$ cat src/rtl/matrix_calc_pkg.sv
// Shared constants, state encoding and element addressing for the 3x3 matrix multiplier.
// Element k = N*row + col of a packed matrix bus sits at bits [BUS_W-1-DATA_W*k -: DATA_W].
package matrix_calc_pkg;

    localparam int DATA_W   = 16;
    localparam int N        = 3;
    localparam int BUS_W    = N * N * DATA_W;
    localparam int IDX_W    = 4;
    localparam int LAST_IDX = N * N - 1;

    typedef enum logic {
        IDLE,
        RUN
    } state_e;

    // LSB position of element (row, col); element (0,0) lives at the MSBs.
    function automatic int elem_lsb(input int row, input int col);
        return BUS_W - DATA_W * (N * row + col + 1);
    endfunction

endpackage

$ cat src/rtl/matrix_dot_product.sv
// Combinational N-term unsigned dot product, truncated to DATA_W bits (modulo 2^DATA_W).
// The low DATA_W bits of a sum of products depend only on the low bits of each term.
module matrix_dot_product
    import matrix_calc_pkg::*;
(
    input  logic [N-1:0][DATA_W-1:0] a_i,
    input  logic [N-1:0][DATA_W-1:0] b_i,
    output logic [DATA_W-1:0]        sum_o
);

    always_comb begin
        // NOTE: combinational logic uses blocking '=' so the accumulation reads in program order;
        // clocked state always uses non-blocking '<='.
        sum_o = '0;
        for (int m = 0; m < N; m++) begin
            sum_o = sum_o + a_i[m] * b_i[m];
        end
    end

endmodule

$ cat src/rtl/matrix3x3_calculator.sv
// Sequential 3x3 matrix multiplier: one result element per clock through a shared dot-product
// unit, then the whole matrix is committed to Result with a one-cycle done pulse.
module matrix3x3_calculator
    import matrix_calc_pkg::*;
(
    input  logic             clk,
    input  logic             rst,
    input  logic             start,
    input  logic [BUS_W-1:0] A,
    input  logic [BUS_W-1:0] B,
    output logic             busy,
    output logic             done,
    output logic [BUS_W-1:0] Result
);

    state_e                   state_q;
    logic [IDX_W-1:0]         idx_q;
    logic                     busy_q;
    logic                     done_q;
    logic [BUS_W-1:0]         a_q;
    logic [BUS_W-1:0]         b_q;
    logic [BUS_W-1:0]         shadow_q;
    logic [BUS_W-1:0]         shadow_d;
    logic [BUS_W-1:0]         result_q;

    logic [1:0]               row_sel;
    logic [1:0]               col_sel;
    logic [N-1:0][DATA_W-1:0] a_row;
    logic [N-1:0][DATA_W-1:0] b_col;
    logic [DATA_W-1:0]        dot;
    logic                     last_elem;

    // Row of A and column of B feeding the element currently addressed by idx_q.
    always_comb begin
        row_sel = 2'(idx_q / IDX_W'(N));
        col_sel = 2'(idx_q % IDX_W'(N));
        for (int m = 0; m < N; m++) begin
            a_row[m] = a_q[elem_lsb(int'(row_sel), m) +: DATA_W];
            b_col[m] = b_q[elem_lsb(m, int'(col_sel)) +: DATA_W];
        end
        shadow_d = shadow_q;
        shadow_d[elem_lsb(int'(row_sel), int'(col_sel)) +: DATA_W] = dot;
    end

    assign last_elem = (idx_q == IDX_W'(LAST_IDX));

    matrix_dot_product u_dot (
        .a_i   (a_row),
        .b_i   (b_col),
        .sum_o (dot)
    );

    always_ff @(posedge clk) begin
        if (rst) begin
            state_q  <= IDLE;
            idx_q    <= '0;
            busy_q   <= 1'b0;
            done_q   <= 1'b0;
            result_q <= '0;
        end else begin
            done_q <= 1'b0;
            case (state_q)
                IDLE: begin
                    if (start) begin
                        state_q <= RUN;
                        idx_q   <= '0;
                        busy_q  <= 1'b1;
                    end
                end
                RUN: begin
                    if (last_elem) begin
                        // Commit includes the element being written on this same edge.
                        result_q <= shadow_d;
                        done_q   <= 1'b1;
                        busy_q   <= 1'b0;
                        idx_q    <= '0;
                        state_q  <= IDLE;
                    end else begin
                        idx_q <= idx_q + 1'b1;
                    end
                end
            endcase
        end
    end

    // NOTE: operand and shadow registers carry no reset; they are always fully rewritten
    // before being observed, so resetting them would only add load on the reset net.
    always_ff @(posedge clk) begin
        if (state_q == IDLE && start) begin
            a_q <= A;
            b_q <= B;
        end
        if (state_q == RUN) begin
            shadow_q <= shadow_d;
        end
    end

    assign busy   = busy_q;
    assign done   = done_q;
    assign Result = result_q;

endmodule

$ cat config.mk
export PLATFORM = sky130hd
export DESIGN_NAME = matrix3x3_calculator
export DESIGN_NICKNAME = d
export VERILOG_FILES = /design/src/rtl/matrix_calc_pkg.sv /design/src/rtl/matrix_dot_product.sv /design/src/rtl/matrix3x3_calculator.sv
export SDC_FILE = /design/constraint.sdc
export NUM_CORES = 2
export LEC_CHECK = 0
export CAP_MARGIN = 30
export CORE_ASPECT_RATIO = 1.1
export CORE_MARGIN = 1
export CORE_UTILIZATION = 62
export DETAILED_ROUTE_END_ITERATION = 6
export MAX_ROUTING_LAYER = met4
export PLACE_DENSITY_LB_ADDON = 0.08
export SYNTH_ARGS = -nofsm -noshare
export SYNTH_HDL_FRONTEND = slang
export SYNTH_SLANG_ARGS = --single-unit
$ cat constraint.sdc
create_clock -name clk -period 38.6 [get_ports clk]
set_input_delay 11.58 -clock clk [delete_from_list [all_inputs] [get_ports clk]]
set_output_delay 11.58 -clock clk [all_outputs]
set_load 0.02 [all_outputs]
==> results.json <==
{
  "antenna_found_initial": 33,
  "slowest_delay_ns": 0.85,
  "synth_ff_type": "edfxtp_1",
  "syn-num-nets": 3845,
  "cp-end-kind": "flop",
  "yosys_warnings": 0,
  "utilization": 0.755,
  "crit_type": "flop to flop",
  "drv_slew": 0,
  "cp.required_ns": 39.11,
  "ys_seq_elements": 583,
  "synth_commonest_cells": "edfxtp_1, inv_1, nand2_1",
  "gr-usage-met2": 0.653,
  "routed_wl_um": 118000,
  "dieArea_mm2": 0.0612,
  "critPathSlowestCell": "nor3b_2",
  "regToRegStartpoint": "idx_q[3]$_SDFFE_PP0P_",
  "worstMarginPinSlew_ns": 1.25,
  "grt_start_max_net_pins": 198,
  "syn-cell-area_mm2": 0.0373,
  "viasPerCell": 6.17,
  "grt.busiest_layer": "met2",
  "seq_area_mm2": 0.0160,
  "num_vias": 26700,
  "relSlewSlack": 0.167,
  "rsz0062_at_grt": "no",
  "synth-edff-count": 432,
  "n_fill_cell": 3781,
  "fmaxAchievable_mhz": 69.5,
  "ctsHoldBuffers": 0,
  "die_w_um": 236,
  "synth_top_area_frac": 0.348,
  "area_growth_pct": 19.3,
  "cts_tree": "yes",
  "maxCapViolations": 0,
  "drc": 0,
  "drt_pass1_iterations": 6,
  "min_period_ns": 14.39,
  "use_met1": 0.480,
  "preCtsSetupSlack_ns": 24.13,
  "cp_common_cell": "fa_1",
  "async_flop_share": 0,
  "clock-root-buffer": "clkbuf_16",
  "track_usage": 0.403,
  "synth_area_leaders": "edfxtp_1, fa_1, dfxtp_1",
  "clkTransAtPathRegs_ns": 0.07,
  "critPathArrivalTime_ns": 14.91,
  "synth_top_cell_by_area": "edfxtp_1",
  "gr-total-overflow": 0,
  "portBuffers": 436,
  "core-area_mm2": 0.0590,
  "hpwl_um": 89200,
  "grtUsageMet3": 0.102,
  "nets": 4233,
  "critPathMaxFanout": 40,
  "netlist_instances": 3106,
  "final_hold_viol_count": 0,
  "ys_seq_area_frac": 0.429,
  "fin_skew_ns": 0.0848,
  "drive_gt1_frac": 0.112,
  "synth.distinct_cells": 79,
  "syn_area_per_cell_um2": 12.0,
  "drtIter0Drc": 3129,
  "cts_buffers": 56,
  "insertion_delay_ns": 0.66,
  "setup_viol": 0,
  "clockBufferDepth": 3,
  "ant_nets": 0,
  "gp_congestion": 0.981,
  "post_cts_buffers": 0,
  "hp-class": "flop to flop",
  "hold_path.startpoint": "Result[127]$_SDFFE_PP0P_",
  "cts_sinks": 583,
  "io_pins": 437,
  "fin_crit_sh": 0.373,
  "grt_first_pass_wirelength_um": 176000,
  "rows": 93,
  "wl_per_cell_um": 27.2,
  "start_util": 0.633,
  "grt_pass1_vias": 27900,
  "status": "finished, final reports clean",
  "ctsResizeCount": 0,
  "worstSetupStartpointType": "flop",
  "fin_ws_ns": 24.21,
  "multi_input_comb_area_mm2": 0.0191,
  "fin_tns_setup_ns": 0,
  "cp-startpoint": "idx_q[3]$_SDFFE_PP0P_",
  "synth.most_common_cell": "edfxtp_1",
  "die_y_um": 259,
  "htree_levels": 2
}
cells in the final DEF, fill, tap and decap left out, types with 16 or more instances in the layout:
| cell type | instances |
|---|---|
| clkdlybuf4s50_1 | 436 |
| edfxtp_1 | 432 |
| inv_1 | 419 |
| nand2_1 | 344 |
| fa_1 | 288 |
| ha_1 | 157 |
| dfxtp_1 | 150 |
| a22o_1 | 143 |
| mux2_2 | 134 |
| and2_1 | 101 |
| mux2i_1 | 96 |
| o21ai_0 | 94 |
| nor2_1 | 79 |
| mux4_2 | 74 |
| xnor2_1 | 74 |
| clkbuf_16 | 56 |
| nor2b_1 | 51 |
| buf_4 | 50 |
| a21oi_1 | 47 |
| diode_2 | 36 |
| nand3_1 | 32 |
| nand2b_1 | 21 |
| o221ai_1 | 18 |
| nor3_1 | 17 |
| xor2_1 | 17 |
| nand4_1 | 16 |
metrics by stage:
step | instances | hold WS (ns) | area [um2]
floorplan | 3106 | 0.461 | 37300
global placement | 4189 | 0.432 | 42400
detailed placement | 4193 | 0.461 | 42500
CTS | 4299 | 0.471 | 44400
global route | 4335 | 0.489 | 44500
finish | 4338 | 0.463 | 44500
cell type report:
| class | instances | share of cell area |
|---|---|---|
| repair buffers | 493 | 0.109 |
| clock inverters | 37 | 0.0101 |
| diodes | 36 | 0.00202 |
| well taps | 760 | 0.0214 |
| multi-input cells | 1935 | 0.429 |
| flip-flops and latches | 583 | 0.359 |
| inverters | 425 | 0.0359 |
| clock buffers | 69 | 0.0332 |
cell families (layout without fill, tap and decap cells):
| kind of cell | count (synthesis) | count (layout) | synth area share |
|---|---|---|---|
| xor gates and xnor gates | 101 | 101 | 0.0274 |
| adders and majority gates | 449 | 449 | 0.208 |
| muxes | 309 | 309 | 0.113 |
| and+or+nand+nor | 699 | 699 | 0.0883 |
| other | 0 | 36 | 0 |
| DFF | 583 | 583 | 0.429 |
| AOI/OAI and AO/OA | 377 | 377 | 0.0722 |
| buffers and inverters | 588 | 1024 | 0.0624 |
critical path, delay by kind of cell (launching register included):
kind,cells,cell delay (ns)
buf+inv,9,1.33
xor+xnor,3,1.19
simple gates,8,2.34
compound gates,8,1.75
fa+ha+maj,14,6.79
mux,1,0.33
flops,1,0.44
path summary, 6_finish.rpt:
kind / depth (start not counted) / slack [ns] / to
max: 43 / 24.21 / Result[79]$_SDFFE_PP0P_
min: 2 / 0.46 / Result[127]$_SDFFE_PP0P_
max reg2reg: 43 / 24.21 / Result[79]$_SDFFE_PP0P_
min reg2reg: 2 / 0.46 / Result[127]$_SDFFE_PP0P_
registers in the layout (all words and copies together), names as in the netlist:
name	flops
Result	144
a_q	144
b_q	144
busy	1
done	1
idx_q	4
shadow_q	144
state_q	1
routing by layer:
layer | vias up | wire (um)
li1 | 11500 | -
met1 | 13400 | 42300
met2 | 1548 | 57400
met3 | 316 | 12100
met4 | 0 | 5940
met5 | - | 0
Power is not shown: default switching activity piles up to over one toggle a cycle in this logic, so the estimate is an artifact.
